### config.mk
export PLATFORM = sky130hd
export DESIGN_NAME = readout_gen_flat
export DESIGN_NICKNAME = d
export VERILOG_FILES = /design/src/rtl/readout_if.sv /design/src/rtl/readout_gen.sv /design/src/flat_wrapper.sv
export SDC_FILE = /design/constraint.sdc
export NUM_CORES = 1
export LEC_CHECK = 0
export BUFFER_PORTS_ARGS = -buffer_cell sky130_fd_sc_hd__buf_2
export CAP_MARGIN = 20
export CORE_ASPECT_RATIO = 1.5
export CORE_UTILIZATION = 50
export CTS_CLUSTER_DIAMETER = 80
export CTS_CLUSTER_SIZE = 40
export DETAILED_ROUTE_END_ITERATION = 10
export GPL_TIMING_DRIVEN = 0
export PLACE_DENSITY_LB_ADDON = 0.15
export SYNTH_ARGS = -nofsm -noshare
export SYNTH_HDL_FRONTEND = slang
export SYNTH_SLANG_ARGS = --single-unit
export TNS_END_PERCENT = 30
### constraint.sdc
create_clock -name clk -period 2.6 [get_ports clk]
set_input_delay 0.13 -clock clk [delete_from_list [all_inputs] [get_ports clk]]
set_output_delay 0.13 -clock clk [all_outputs]
set_load 0.01 [all_outputs]
### src/rtl/readout_if.sv
// readout_if: timing strobes into the readout generator, VRAM fetch address and cell position out.
interface readout_if #(
  parameter int ADDR_W = 13,
  parameter int ROW_W = 4,
  parameter int CNT_W = 3,
  parameter int PH_W = 1
);
  logic vActive;
  logic hBeginActive;
  logic hEndActive;
  logic hBeginPulse;
  logic [ROW_W-1:0] vCount;
  logic vSync;
  logic [ADDR_W-1:0] baseAddr;
  logic [ADDR_W-1:0] readoutAddr;
  logic [CNT_W-1:0] readoutCount;
  logic [PH_W-1:0] phase;
  logic active;
  modport master (
    input vActive, hBeginActive, hEndActive, hBeginPulse, vCount, vSync, baseAddr,
    output readoutAddr, readoutCount, phase, active
  );
  modport slave (
    output vActive, hBeginActive, hEndActive, hBeginPulse, vCount, vSync, baseAddr,
    input readoutAddr, readoutCount, phase, active
  );
endinterface

### src/rtl/readout_gen.sv
// readout_gen: per-scanline VRAM fetch address generator with row repeat and address wrap.
// Optional scroll base address enabled by defining READOUT_SCROLL_EN.
module readout_gen #(
  parameter int ADDR_W = 13,
  parameter int VRAM_DEPTH = 8192,
  parameter int FETCHES = 2,
  parameter int SLOT_CYCLES = 4,
  parameter int START_COUNT = 2,
  parameter int CHAR_H = 16,
  parameter int ROW_W = 4
) (
  input logic clk,
  input logic nrst,
  readout_if.master bus
);
  localparam int CNT_W = $clog2(FETCHES * SLOT_CYCLES);
  localparam int PH_W = (FETCHES > 1) ? $clog2(FETCHES) : 1;
  localparam int SC_W = $clog2(SLOT_CYCLES);
  localparam logic [CNT_W-1:0] LAST_CNT = CNT_W'(FETCHES * SLOT_CYCLES - 1);
  localparam logic [ADDR_W-1:0] LAST_ADDR = ADDR_W'(VRAM_DEPTH - 1);
  localparam logic [ADDR_W:0] DEPTH = (ADDR_W + 1)'(VRAM_DEPTH);
  localparam logic [ROW_W-1:0] LAST_ROW = ROW_W'(CHAR_H - 1);
  logic [ADDR_W-1:0] rowBegin;
  logic [ADDR_W-1:0] frameBase;
  logic [ADDR_W-1:0] nextAddr;
  logic [CNT_W-1:0] nextCount;
  logic slotStart;
`ifdef READOUT_SCROLL_EN
  assign frameBase = ({1'b0, bus.baseAddr} < DEPTH) ? bus.baseAddr : '0;
`else
  logic unusedBase;
  assign unusedBase = ^{bus.baseAddr, DEPTH};
  assign frameBase = '0;
`endif
  assign nextAddr = (bus.readoutAddr == LAST_ADDR) ? '0 : bus.readoutAddr + 1'b1;
  assign nextCount = (bus.readoutCount == LAST_CNT) ? '0 : bus.readoutCount + 1'b1;
  assign slotStart = bus.readoutCount[SC_W-1:0] == '0;
  assign bus.phase = PH_W'(bus.readoutCount >> SC_W);
  // vSync outranks everything but reset; the count deliberately holds through it
  always_ff @(posedge clk) begin
    if (!nrst) begin
      bus.active <= 1'b0;
      bus.readoutCount <= '0;
      bus.readoutAddr <= '0;
      rowBegin <= '0;
    end else if (!bus.vSync) begin
      bus.active <= 1'b0;
      bus.readoutAddr <= frameBase;
      rowBegin <= frameBase;
    end else if (bus.active) begin
      bus.readoutCount <= nextCount;
      if (slotStart) bus.readoutAddr <= nextAddr;
      if (bus.hEndActive) bus.active <= 1'b0;
    end else if (bus.vActive) begin
      if (bus.hBeginActive) begin
        bus.active <= 1'b1;
        bus.readoutCount <= CNT_W'(START_COUNT);
      end
      if (bus.hBeginPulse) begin
        if (bus.vCount == LAST_ROW) rowBegin <= bus.readoutAddr;
        else bus.readoutAddr <= rowBegin;
      end
    end
  end
endmodule

### src/flat_wrapper.sv
// flat-port wrapper written by rule: the top's interface ports become plain ports
module readout_gen_flat 
#(
  parameter int ADDR_W = 13,
  parameter int VRAM_DEPTH = 8192,
  parameter int FETCHES = 2,
  parameter int SLOT_CYCLES = 4,
  parameter int START_COUNT = 2,
  parameter int CHAR_H = 16,
  parameter int ROW_W = 4
)
  (clk, nrst, bus_vActive, bus_hBeginActive, bus_hEndActive, bus_hBeginPulse, bus_vCount, bus_vSync, bus_baseAddr, bus_readoutAddr, bus_readoutCount, bus_phase, bus_active);
  readout_if #(.ADDR_W(ADDR_W), .ROW_W(ROW_W)) bus_i ();
  input logic clk;
  input logic nrst;
  input wire logic [$bits(bus_i.vActive)-1:0] bus_vActive;
  input wire logic [$bits(bus_i.hBeginActive)-1:0] bus_hBeginActive;
  input wire logic [$bits(bus_i.hEndActive)-1:0] bus_hEndActive;
  input wire logic [$bits(bus_i.hBeginPulse)-1:0] bus_hBeginPulse;
  input wire logic [$bits(bus_i.vCount)-1:0] bus_vCount;
  input wire logic [$bits(bus_i.vSync)-1:0] bus_vSync;
  input wire logic [$bits(bus_i.baseAddr)-1:0] bus_baseAddr;
  output wire logic [$bits(bus_i.readoutAddr)-1:0] bus_readoutAddr;
  output wire logic [$bits(bus_i.readoutCount)-1:0] bus_readoutCount;
  output wire logic [$bits(bus_i.phase)-1:0] bus_phase;
  output wire logic [$bits(bus_i.active)-1:0] bus_active;
  assign bus_i.vActive = bus_vActive;
  assign bus_i.hBeginActive = bus_hBeginActive;
  assign bus_i.hEndActive = bus_hEndActive;
  assign bus_i.hBeginPulse = bus_hBeginPulse;
  assign bus_i.vCount = bus_vCount;
  assign bus_i.vSync = bus_vSync;
  assign bus_i.baseAddr = bus_baseAddr;
  assign bus_readoutAddr = bus_i.readoutAddr;
  assign bus_readoutCount = bus_i.readoutCount;
  assign bus_phase = bus_i.phase;
  assign bus_active = bus_i.active;
  readout_gen #(.ADDR_W(ADDR_W), .VRAM_DEPTH(VRAM_DEPTH), .FETCHES(FETCHES), .SLOT_CYCLES(SLOT_CYCLES), .START_COUNT(START_COUNT), .CHAR_H(CHAR_H), .ROW_W(ROW_W)) u_core (.clk(clk), .nrst(nrst), .bus(bus_i));
endmodule
# Yosys cells after proc, flatten, opt, wreduce, memory -nomap -nowiden

Index checks and enable logic that the tools add are counted.
Widths: inputs -> output; s select.

Flip-flop bits (word level): 30
Input bits: 24
Logic and storage cells: 33

Add/sub/neg operators: 2
Equal/unequal tests: 4
Mux-type cells: 14
Bitwise operators: 1
Reduce and logical (&&, ||, !) cells: 8

Operator list:

| operator              | number |
|---|---|
| $mux 13               | 6 |
| $add 13x1->13 const B | 1 |
| $eq 13x13->1 const B  | 1 |
| $mux 3                | 4 |
| $reduce_and 3->1      | 3 |
| $reduce_bool 2->1     | 3 |
| $eq 4x4->1 const B    | 1 |
| $mux 1                | 4 |
| $add 3x1->3 const B   | 1 |
| $eq 3x3->1 const B    | 1 |
| $logic_not 2->1       | 1 |
| $ne 2x2->1 const B    | 1 |
| $reduce_and 2->1      | 1 |
| $not 1->1             | 1 |

# Longest topological paths before layout

Gate-level depths: netlist of the first run.

Depth after elaboration: 5
Gate-level depth with buffers: 7

# Worst setup path before layout of the first run

Ideal clock, no wire load.

Kind: register to register
From: register u_core.bus.readoutAddr[0]
To: register u_core.bus.readoutAddr[12]
Library setup time: 0.134 ns
Arrival time: 1.598 ns
Data required time: 2.466 ns
Slack: 0.868 ns
Cell stages (with the launch flop): 6
Path buffers: 0
Cell sequence: dfxtp_1 -> ha_1 -> nand3_1 -> o41a_1 -> a32oi_1 -> a211oi_1

Cells in the longest elaborated chain, start to end: 4
Elaborated cells between the ends (all ways): 5

Ends and longest elaborated chain:

| what                                          | line              | RTL |
|---|---|---|
| from (decl)                                   | readout_if.sv:21  | `output readoutAddr, readoutCount, phase, active` |
| from (signal assigned)                        | readout_gen.sv:48 | `bus.readoutAddr <= frameBase;` |
| from (signal assigned)                        | readout_gen.sv:52 | `if (slotStart) bus.readoutAddr <= nextAddr;` |
| from (signal assigned)                        | readout_gen.sv:61 | `else bus.readoutAddr <= rowBegin;` |
| $add 13x1->13 or $eq 13x13->1 (tied branches) | readout_gen.sv:35 | `assign nextAddr = (bus.readoutAddr == LAST_ADDR) ? '0 : bus.readoutAddr + 1'b1;` |
| $mux 13 *                                     | readout_gen.sv:35 |  |
| $mux 13 *                                     | readout_gen.sv:52 |  |
| $mux 13 *                                     | readout_gen.sv:50 | `end else if (bus.active) begin` |

Mark *: on every way between the ends. The rest lies on a longest branch, timed or not. The select of a mux whose other input is x is not followed.
A chain may end at the register's enable or synchronous reset.

# Worst setup path in the final report of the first run

Same ends and word-level chain as after synthesis.

==> impl.org, run 1 <==
** Floorplan
- Horizontal extent of the die :: 49.9 um
- Initial core utilization :: 53.5%
- The floorplan step defined a die boundary enclosing 3690 um2.
- Row Count :: 25
- IO Count :: 42
- The floorplan step set the die height to 73.9 um.
- The floorplan step defined a core boundary enclosing 3220 um2.

** Timing
- At the pin with the least slew margin, the transition time is 557 ps.
- In this run the tightest slew margin relative to its limit is 62.7%.
- Final worst path period need :: 2060 ps
- The number of hold-slack violations in the final timing report was 0.
- Achievable frequency :: 485 MHz
- Of the available clock period, the critical path in the final layout requires 79.3%.
- Setup repair after global routing left no endpoint under its margin.
- The total count of max-transition violations in the final report came to 0.
- Setup total negative slack on the finished layout was measured at 0 ps.
- Worst-case clock skew :: 2.97 ps
- Number of endpoints failing setup at the final stage :: 0

** Global route
- Vias in the first global route :: 1625
- The total overflow left after global routing is 0.
- Entering global routing, the biggest net connects 11 pins.
- In the global route stage, overall resource usage came out at 28.2%.
- Wire length of the first global-routing pass :: 7730 um
- The number of antenna violations at the first check in global routing was 0.

** Drt
- Before antenna repair, the detailed router went through 4 iterations.
- Wire segments on met2 add up to 2290 um in the final route.
- After detailed routing, the number of remaining DRC violations is 0.
- The count of nets left with antenna violations once routing finished came out at 0.
- The final route contains 1756 vias.
- First DRT Iteration DRCs :: 85
- Met1 routed wirelength after detailed routing :: 1900 um
- Routed WL per cell :: 15.8 um
- Met3 wire len :: 268 um
- Top layer reached by signal wires :: met4
- After detailed routing, the number of vias per cell comes to 6.01.
- Summed over all layers, the routed wires come to 4610 um.

** Placement
- Post-DP HPWL :: 3230 um
- The count of buffers added on input and output ports is 28.
- Summing all placed instances gives a cell area of 1910 um2.
- The congestion estimate from routability-driven global placement came to 0.838.

** Power
- Peak VDD IR :: 0.419 mV
- In this run the power density over the cells is 490 nW/um2.
- Net switching is 23.6% of the power.
- Switching component of the power :: 0.234 mW
- Relative contribution of combinational cells to total power :: 8.1%
- Portion of total power attributed to the clock network :: 44.8%
- Internal power component :: 0.758 mW
- Summed over all cells, the static leakage comes to 0.799 nW.
- Sequential cell fraction of total power :: 47.0%

** Clocking
- Clk Latency, worst-skew pair :: 290 ps
- TritonCTS created 5 clock buffers.
- No sink is reached through more buffers than the 2 on the longest clock path.
- Clock-pin slew was measured on the worst setup and hold paths at 60 ps.
- The clock drives 30 sinks.
- CTS tree :: yes
- Number of buffers inserted for hold repair after clock tree synthesis :: 0
- The tree is rooted in a clkbuf_8.
- The clock tree synthesis step divided the H-tree into 2 levels.
- Post-CTS repair changed the size of 0 cells.
- Once the clock tree was built, the setup fixing pass inserted 0 buffers.

** Critical path
- CP peak stage delay :: 590 ps
- STA puts the critical path data arrival time at 2210 ps.
- The slowest stage of the critical path belongs to the cell o41a_1.
- Setup CP Type :: flip-flop to flip-flop
- Sort of element at the start of the critical path :: flip-flop
- Cell Chain, Critical Path :: ha_1 -> nand3_1 -> o41a_1 -> a32oi_1 -> a211oi_1
- Largest driver fanout on the critical path :: 8
- Data required time of the worst path :: 2750 ps
- The worst setup path is captured at a flip-flop.

** Layout
- After routing the design area is 2020 um2.
- Fraction of layout instances using a drive strength above 1 :: 21.0%
- At the end of the flow the core is filled with cells to 62.8%.
- Area of the multi-input gates :: 1030 um2
- Diodes inserted :: 0
- The layout has 306 filler cells.
- Nets@finish :: 279
- The area growth from synthesis to layout is 17.4%.
- Sequential cell area :: 601 um2

** Synthesis
- Synthesis produced 216 cells.
- Post-synthesis cell area :: 1720 um2
- Async SR Flop Fraction :: 0%
- Number of distinct library cells after synthesis :: 43
- The average instance in the mapped netlist occupies 7.98 um2.
- Yosys printed 0 warnings.
- Synthesis produced a netlist with a net count of 244.
- After synthesis the netlist holds a flip-flop and latch count of 30.
- Post-synth EDFFs :: 0
- Sequential fraction of the synthesis area :: 34.9%
- For this run, the leading register cell type out of synthesis is dfxtp_1.

** Job
- Max-cap violations :: 0

** Outcome
- The run finished with clean final reports.

** Hold path
- The tightest min-delay check is of the input port to flip-flop type.
[kinds of logic (layout without fill, tap and decap cells)]
family / after synthesis / in the layout / share of synthesized area [%]
AO/OA/AOI/OAI: 65 / 65 / 24.4
buffers and inverters: 21 / 57 / 5.37
flip-flops: 30 / 30 / 34.9
AND/OR/NAND/NOR: 84 / 84 / 25.2
adder cells (fa/ha/maj): 4 / 4 / 2.90
multiplexers: 12 / 12 / 7.26
[critical path: cells and delay by family (launching register included)]
family	cells	cell delay [ps]
AO/OA/AOI/OAI	3	870
flip-flops	1	490
adder cells (fa/ha/maj)	1	290
AND/OR/NAND/NOR	1	280
[cell type report]
cell class                      count  area share, %
Inverter                            6           1.11
Clock buffer                        8           5.44
Buffer                             15           3.46
Sequential cell                    30           29.7
Multi-Input combinational cell    165           50.9
Timing Repair Buffer               28           6.93
Tap cell                           40           2.47
[worst paths after layout]
path / start / endpoint / slack (ps) / cells past startpoint
min: nrst / u_core.bus.readoutCount[2] / 110 / 2
max reg2reg: u_core.bus.readoutAddr[0] / u_core.bus.readoutAddr[12] / 540 / 5
min reg2reg: u_core.rowBegin[10] / u_core.rowBegin[10] / 450 / 2
max: u_core.bus.readoutAddr[0] / u_core.bus.readoutAddr[12] / 540 / 5
[Yosys cell counts, drive strengths merged, types with 3 or more instances]
cell	instances	area, um2
dfxtp	30	601
nand3	5	25.0
nor2	6	22.5
nor3	5	25.0
nand2	44	165
and2	3	18.8
mux2	4	45.0
a31oi	3	18.8
o21ai	10	50.0
buf	7	40.0
nand4	6	58.8
clkbuf	8	30.0
ha	4	50.1
mux2i	8	80.1
a32oi	3	26.3
nand2b	3	18.8
a211oi	4	30.0
inv	6	22.5
o22ai	3	18.8
a21oi	28	140
and3	3	18.8
[flip-flops by register name, indices dropped and copies added, names as in the netlist]
signal                   count
u_core.rowBegin             13
u_core.bus.active            1
u_core.bus.readoutCount      3
u_core.bus.readoutAddr      13
[through the flow]
step	hold slack [ps]	total power, mW	setup slack, ps	std cells
6_report	112	0.991	537	292
5_1_grt	115	1.03	465	292
3_5_place_dp	404	0.556	603	284
4_1_cts	114	0.995	588	292
2_1_floorplan	258	0.524	868	216
3_3_place_gp	402	0.555	589	284
[routing by layer]
metal / track usage, % / up-vias
li1: - / 858
met1: 33.2 / 826
met2: 46.5 / 59
met3: 6.83 / 13
met4: 15.2 / 0
met5: 0 / -
[power groups by stage]
stage	clock network [mW]	registers, mW	logic, mW
2_1_floorplan	0	0.477	0.0471
3_3_place_gp	0	0.476	0.0782
3_5_place_dp	0	0.476	0.0794
4_1_cts	0.449	0.466	0.0800
5_1_grt	0.479	0.466	0.0884
6_report	0.444	0.466	0.0805
[layout by cell type (no fill, tap or decap), types with 2 or more instances in the layout]
cell       n
nand2_1   44
buf_2     33
dfxtp_1   30
a21oi_1   28
o21ai_0    9
clkbuf_1   8
mux2i_1    8
clkbuf_8   8
inv_1      6
nor2_1     6
nand3_1    5
nor3_1     5
nand4_1    4
a211oi_1   4
mux2_2     4
ha_1       4
and2_1     3
and3_1     3
nand2b_1   3
o22ai_1    3
a31oi_1    3
a32oi_1    3
buf_4      2
o32ai_1    2
and4_1     2
o31ai_1    2
nor2b_1    2
o22a_1     2
No activity file was read; power rests on OpenSTA's default activity.
==> run 2: changes to the inputs <==
ABC_AREA = 1   (was default)
clock period = 2.1 ns   (was 2.6 ns; I/O delays follow)
==> run 2 against run 1 <==
Against the previous run: first-iteration DRC count decreased by 45%; flip-flop and latch count unchanged; register-to-register slack improved by 110 ps; clock power increased by 2%; core utilization decreased by 1.5 points; combinational power increased by 110%; total power increased by 25%; non-clock buffer count decreased by 5; critical endpoint is now u_core.bus.readoutAddr[0]; largest cell class unchanged.
==> impl.org, run 2 <==
** Outcome
- Result of the run :: finished, final reports clean

** Clocking
- Number of cells upsized or downsized after cts :: 0 (unchanged)
- Clk Latency, worst-skew pair :: 280 ps (about the same)
- Number of buffers inserted for hold repair after clock tree synthesis :: 1 (+1)
- TritonCTS buffer count :: 5 (unchanged)
- The number of buffers added for setup after CTS was 0 (unchanged).
- CTS tree :: yes
- The number of H-tree branching levels is 2 (unchanged).
- The clock transition time at the flip-flop clock pins of the worst setup and hold paths is 60 ps (about the same).
- The number of buffers on the longest clock path is 2 (unchanged).
- The number of sinks on the clock net is 30 (unchanged).
- Root cell of the clock tree :: clkbuf_8

** Hold path
- The tightest min-delay check is of the input port to flip-flop type.
- Capture endpoint of the worst hold path :: u_core.bus.readoutCount[0]
- The count of cells along the worst hold path was 3 (+1).
- Min-delay src :: nrst

** Critical path
- Reg-to-reg slack, setup :: 650 ps (+110 ps)
- STA classifies the critical path startpoint as a flip-flop.
- Reg-to-reg critical path endpoint :: u_core.bus.readoutAddr[0]
- Slowest CP cell :: dfxtp_1
- The longest individual stage delay on the worst path came to 410 ps (-180 ps).
- Logic depth of the worst register-to-register path :: 8 (+3)
- Top cell by count, worst path :: nor2_2
- The signal arrival time at the worst endpoint is 1610 ps (-600 ps).
- CP endpoint kind :: flip-flop
- Data required time of the worst path :: 2260 ps (-490 ps)
- The maximum fanout along the worst path is 6 (-2).
- The critical path is of the flip-flop to flip-flop type.
- The worst register-to-register path begins at u_core.bus.readoutAddr[0].
- Cell Chain, Critical Path :: ha_1 -> nand2_2 -> nor2_2 -> nand3_1 -> nor2_1 -> nor2_2 -> nand2_1 -> a21oi_1

** Layout
- Area Growth Syn to Fin :: 15.8%
- Registers with the most flip-flops :: u_core.bus.readoutAddr x13, u_core.rowBegin x13, u_core.bus.readoutCount x3
- Nets@finish :: 338 (+21%)
- The library cells used most frequently in the layout, excluding fill and tap cells, are nand2_1, inv_1, o21ai_0.
- The fill cell instance count of the final layout came to 351 (+15%).
- The area taken by flip-flops and latches came to 601 um2 (unchanged).
- Leaving out fill and tap cells, the most frequent cell in the layout is nand2_1.
- The antenna cell count was 0 (unchanged).
- Area of the multi-input gates :: 965 um2 (-6.3%)
- Layout Utilization :: 61.3% (-1.5 points)
- The fraction of layout instances using a drive strength above 1 is 18.1% (-2.9 points).

** Timing
- Relative slew slack :: 80.7% (+18 points)
- The worst hold slack is 95.8 ps (-16.3 ps).
- The number of hold-slack violations in the final timing report was 0 (unchanged).
- Worst-case clock skew :: 4.25 ps (+1.29 ps)
- Setup repair after global routing left no endpoint under its margin.
- The setup total negative slack was 0 ps (unchanged).
- The transition time at the pin with the least slew margin came to 289 ps (-268 ps).
- Period utilization :: 69.1% (-10 points)
- The total count of max-transition violations in the final report was 0 (unchanged).
- Final worst path period need :: 1450 ps (-612 ps)
- Worst path setup slack after routing :: 649 ps (+112 ps)
- The total of endpoints with negative setup slack in the final report was 0 (unchanged).
- The maximum achievable frequency is 689 MHz (+42%).

** Power
- The power density normalized to cell area was 589 nW/um2 (+20%).
- Leakage power of the design :: 1.06 nW (+33%)
- The total power consumption of the routed design came to 1.23 mW (+25%).
- Peak VDD IR :: 0.561 mV (+34%)

** Synthesis
- Syn avg cell area :: 6.60 um2 (-17%)
- Number of distinct library cells after synthesis :: 27 (-37%)
- The share of synthesized area occupied by flip-flops and latches came to 33.2% (-1.7 points).
- The number of enable-type register cells in the synthesized netlist was 0 (unchanged).
- Library cell occupying the most area in the post-synthesis netlist :: dfxtp_1
- The count of warnings emitted by yosys came to 0 (unchanged).
- The proportion of synthesized flip-flops having asynchronous set or reset was 0% (unchanged).
- Primary flip-flop cell chosen by synthesis mapping :: dfxtp_1
- The summed instance area of the synthesized netlist is 1810 um2 (+5.0%).
- Yosys instantiated no cell more often than nand2_1.
- Synth Net Count :: 302 (+24%)
- Cell types with the largest area share after synthesis :: dfxtp_1, nand2_1, o21ai_0, inv_1, a21oi_1
- Number of flip-flops and latches in the synthesized netlist :: 30 (unchanged)
- Most common library cells after synthesis :: nand2_1, inv_1, o21ai_0, dfxtp_1, nor2_1
- The fraction of synthesized cell area taken by the top area cell type is 33.2% (-1.7 points).
- Post-Syn Instances :: 274 (+27%)

** Floorplan
- Die height :: 75.7 um (+2.4%)
- Die outline area :: 3870 um2 (+4.8%)
- Initial core utilization :: 53.0% (-0.51 points)
- Row Count :: 26 (+4.0%)
- IO Count :: 42 (unchanged)
- Horizontal extent of the die :: 51.1 um (+2.4%)
- The core box area was 3420 um2 (+6.0%).

** Global route
- Final global-route overflow total :: 0 (unchanged)
- Total track usage :: 24.2% (-4.0 points)
- Pin count of the biggest net entering global routing :: 11 (unchanged)
- Vias in the first global route :: 1539 (-5.3%)
- The number of antenna violations at the first check in global routing was 0 (unchanged).
- Wire length of the first global-routing pass :: 6890 um (-11%)

** Drt
- Pre-Repair DR Iteration Count :: 4 (unchanged)
- The average vias per placed instance was 5.19 (-14%).
- The wire length the detailed router placed on met1 was 1730 um (-8.8%).
- First DRT Iteration DRCs :: 47 (-45%)
- Remaining design rule violation count :: 0 (unchanged)
- The routed wire length on met3 was 209 um (-22%).
- Routed wl met2 :: 2110 um (-7.8%)
- The total routed wirelength is 4120 um (-10%).
- Top layer reached by signal wires :: met4
- Total number of vias :: 1820 (+3.6%)
- The post-route antenna net violation count is 0 (unchanged).
- The routed length per placed instance was 11.7 um (-26%).

** Placement
- The HPWL after detailed placement came to 3050 um (-5.6%).
- Number of buffer cells added on primary ports :: 28 (unchanged)
- The last weighted congestion value of the routability-driven placer is 0.815 (-2.7%).
- Worst slack, placed :: 638 ps (+35.1 ps)

** Job
- The number of maximum-capacitance constraint violations was 0 (unchanged).
-- run 2: cell families after synthesis --
| family | count (synthesis) | synth area share [%] |
|---|---|---|
| buf+inv | 52 | 13.5 |
| xor+xnor | 3 | 1.45 |
| flops | 30 | 33.2 |
| fa+ha+maj | 4 | 2.77 |
| simple gates | 128 | 32.2 |
| compound gates | 57 | 16.9 |
-- run 2: final cells by class --
| class | instances | area share (%) |
|---|---|---|
| well taps | 42 | 2.51 |
| repair buffers | 29 | 7.17 |
| flip-flops and latches | 30 | 28.7 |
| inverters | 43 | 7.95 |
| clock buffers | 6 | 3.94 |
| plain buffers | 9 | 3.70 |
| multi-input cells | 192 | 46.1 |
-- run 2: metrics by stage --
step	instance area, um2	std cells
after floorplan	1810	274
final	2090	351
after detailed placement	2000	344
after global routing	2090	351
after CTS	2090	351
after global placement	2000	344
-- run 2: metal layers --
metal  global-route usage (%)  vias to the layer above
met5                        0                        -
met4                     9.26                        0
met3                     5.19                        6
met2                     42.7                       40
met1                     28.3                      823
li1                         -                      951
-- run 2: critical path, delay by kind of cell (launching register included) --
kind | cells | cell delay, ps
simple gates | 6 | 640
fa+ha+maj | 1 | 210
flops | 1 | 410
compound gates | 1 | 60
-- run 2: worst max path at each step --
stage | startpoint | to | slack [ps] | cells after the start
3_3_place_gp | u_core.bus.readoutAddr[0] | u_core.bus.readoutAddr[1] | 670 | 8
5_1_grt | u_core.bus.readoutAddr[0] | u_core.bus.readoutAddr[1] | 470 | 8
3_5_place_dp | u_core.bus.readoutAddr[0] | u_core.bus.readoutAddr[0] | 640 | 8
2_1_floorplan | u_core.bus.readoutAddr[1] | u_core.bus.readoutAddr[0] | 750 | 8
6_report | u_core.bus.readoutAddr[0] | u_core.bus.readoutAddr[0] | 650 | 8
4_1_cts | u_core.bus.readoutAddr[0] | u_core.bus.readoutAddr[0] | 630 | 8
-- run 2: power breakdown --
part	switching, mW	internal [mW]
registers	0.0212	0.591
logic	0.104	0.0648
clock network	0.202	0.252
total	0.327	0.908
==> run 3: changes to the inputs <==
ABC_AREA = 0   (was 1)
clock period = 1.35 ns   (was 2.1 ns; I/O delays follow)
==> run 3 against run 2 <==
Against the previous run: the flow now finishes with violations (setup timing); first-iteration DRC count grew 43%; wire length grew 26%; clock-buffer cell count rose by 2; global-route usage is 6.3 points higher; combinational power up 22%; worst hold slack worse by 39 ps; critical path depth shrank 3; setup slack got worse by 880 ps; total power grew 45%; critical path type unchanged; largest power group unchanged.
==> impl.org, run 3 (synthesis gave the netlist of run 1 again) <==
** Hold path
- WHS Path Cells :: 2 (-1)
- Min-delay src :: nrst
- The worst hold path belongs to the class input port to flip-flop.
- The worst hold path terminates at u_core.bus.readoutCount[0].

** Floorplan
- The initial core utilization came to 53.5% (+0.51 points).
- The die area came to 3690 um2 (-4.6%).
- Horizontal extent of the die :: 49.9 um (-2.3%)
- The vertical extent of the die was 73.9 um (-2.4%).
- IO Count :: 42 (unchanged)
- The floorplan row count is 25 (-3.8%).
- Placeable Area :: 3220 um2 (-5.7%)

** Global route
- Total track usage :: 30.5% (+6.3 points)
- The number of antenna violations at the first check in global routing came to 0 (unchanged).
- Final global-route overflow total :: 0 (unchanged)
- The via count of the first global-routing pass came to 1768 (+15%).
- Wire length of the first global-routing pass :: 8220 um (+19%)
- The largest net degree at the start of global routing was 11 (unchanged).

** Power
- Overall power after layout :: 1.79 mW (+45%)
- Power density over the cells :: 767 nW/um2 (+30%)
- Leakage power of the design :: 0.916 nW (-14%)
- Peak VDD IR :: 0.815 mV (+45%)

** Layout
- Registers with the most flip-flops :: u_core.bus.readoutAddr x13, u_core.rowBegin x13, u_core.bus.readoutCount x3
- In the layout the commonest cells are nand2_1, buf_2, a21oi_1.
- Leaving out fill and tap cells, the most frequent cell in the layout is nand2_1.
- Area Growth Syn to Fin :: 35.8%
- Fraction of layout instances using a drive strength above 1 :: 38.5% (+20 points)
- Nets@finish :: 297 (-12%)
- Diodes inserted :: 0 (unchanged)
- Finished Cell Area :: 2340 um2 (+12%)

** Drt
- The post-detailed-route DRC marker count is 0 (unchanged).
- The post-route antenna net violation count came to 0 (unchanged).
- Overall routed net length :: 5210 um (+26%)
- Routed WL per cell :: 16.8 um (+43%)
- The iteration count of the initial detailed-routing pass is 4 (unchanged).
- Via-per-instance ratio :: 6.03 (+16%)
- First DRT Iteration DRCs :: 67 (+43%)
- The total via count in the routed design was 1869 (+2.7%).

** Timing
- The total count of max-transition violations in the final report came to 0 (unchanged).
- Hold Violations, Final :: 0 (unchanged)
- The total of endpoints with negative setup slack in the final report came to 13 (+13).
- The worst relative slew slack came to 59.0% (-22 points).
- The final period utilization is 117% (+48 points).
- The maximum achievable frequency was 634 MHz (-8.0%).
- The transition time at the pin with the least slew margin is 614 ps (+325 ps).
- Worst-case clock skew :: 7.19 ps (+2.94 ps)
- Final worst path period need :: 1580 ps (+126 ps)
- Setup repair after global routing missed its margin :: true
- Worst path setup slack after routing :: -227 ps (-876 ps)

** Clocking
- The number of buffers added by the clock tree synthesis step was 5 (unchanged).
- TritonCTS built the clock tree.
- Number of H-tree levels :: 2 (unchanged)
- The number of sinks on the clock net came to 30 (unchanged).
- Root cell of the clock tree :: clkbuf_8
- Number of buffers inserted for hold repair after clock tree synthesis :: 0 (-1)
- Clock tree buffer depth :: 2 (unchanged)
- The latest clock arrival within the worst-skew pair is 290 ps (about the same).
- Reg clk slew, reported paths :: 60 ps (about the same)

** Critical path
- The count of buffering cells on the critical path with inverters included came to 0 (unchanged).
- The critical path is of the flip-flop to flip-flop type.
- The slowest stage of the critical path belongs to the cell o41a_1.
- Kind of cell adding the most delay to the critical path :: compound AO/OA/AOI/OAI gates
- The required time of the critical path came to 1500 ps (-760 ps).
- The longest individual stage delay on the worst path is 560 ps (+150 ps).
- Critical path data arrival time :: 1730 ps (+120 ps)
- CP endpoint kind :: flip-flop
- Reg2reg start :: u_core.bus.readoutAddr[1]
- In this run the critical register-to-register path is captured at u_core.bus.readoutAddr[12].
- Cell Chain, Critical Path :: ha_4 -> nand3_4 -> o41a_1 -> a32oi_1 -> a211oi_1
- STA classifies the critical path startpoint as a flip-flop.
- The critical path starts at u_core.bus.readoutAddr[1].
- The minimum setup slack among reg-to-reg paths was -230 ps (-880 ps).
- The maximum fanout along the worst path came to 7 (+1).
- The length in cells of the worst reg-to-reg path came to 5 (-3).

** Outcome
- Result of the run :: finished, violations left
- Failing checks :: setup timing

** Job
- Max-cap violations :: 0 (unchanged)

** Placement
- Weighted congestion at the end of routability-driven global placement :: 0.834 (+2.3%)
- Number of buffer cells added on primary ports :: 28 (unchanged)
- The cell area after placement was 1990 um2 (-0.62%).
- The HPWL after detailed placement was 3260 um (+7.0%).
-- run 3: cell count changes in the layout (fill, tap and decap cells not counted), sizes merged, moves of 4 or more --
cell / change
a21oi: +13
inv: -37
mux2i: +8
nand3: -9
o21ai: -23
mux2: +4
nor2: -18
nand2: -37
buf: +18
clkbuf: +8
o211ai: -6
-- run 3: worst max-delay path by stage --
stage / endpoint / slack, ps / depth (start not counted)
after CTS: u_core.bus.readoutAddr[12] / -170 / 5
after global routing: u_core.bus.readoutAddr[12] / -290 / 5
after detailed placement: u_core.bus.readoutAddr[6] / -470 / 7
after global placement: u_core.bus.readoutAddr[5] / -470 / 7
final: u_core.bus.readoutAddr[12] / -230 / 5
after floorplan: u_core.bus.readoutAddr[10] / -110 / 5
-- run 3: layout make-up --
class                           count  area [um2]
Buffer                             13         111
Sequential cell                    30         631
Tap cell                           40        50.0
Clock buffer                        8        80.1
Fill cell                         274         882
Inverter                            6        22.5
Timing Repair Buffer               48         307
Multi-Input combinational cell    165        1140
-- run 3: what timing repair did --
item                       in CTS  in global routing
setup endpoints to repair      26                 24
pin swaps                      16                  9
setup buffers                  14                  6
gates resized for setup        29                 11
-- run 3: where the power goes --
group          switching, mW  total, mW  leakage, nW  internal (mW)
clock                  0.335      0.700       0.0395          0.365
sequential           0.00581      0.889        0.250          0.883
combinational          0.124      0.206        0.626         0.0813
-- run 3: metal layers --
layer | track usage, % | vias to the layer above | wire [um] | share of wire (%)
met5 | 0 | - | 0 | 0
met4 | 19.0 | 0 | 158 | 3.0
met3 | 7.87 | 15 | 320 | 6.1
met2 | 53.6 | 78 | 2690 | 52
met1 | 31.9 | 878 | 2040 | 39
li1 | - | 898 | - | -
-- run 3: per-stage QoR --
stage	setup TNS [ps]	hold slack (ps)	worst slack [ps]	instances	utilization [%]
global placement	-6790	339	-466	284	61.7
floorplan	-1250	194	-111	216	-
CTS	-1620	50.1	-173	304	70.1
finish	-2100	57.1	-227	310	72.6
global route	-3380	58.3	-294	310	72.6
detailed placement	-7180	348	-468	284	61.7
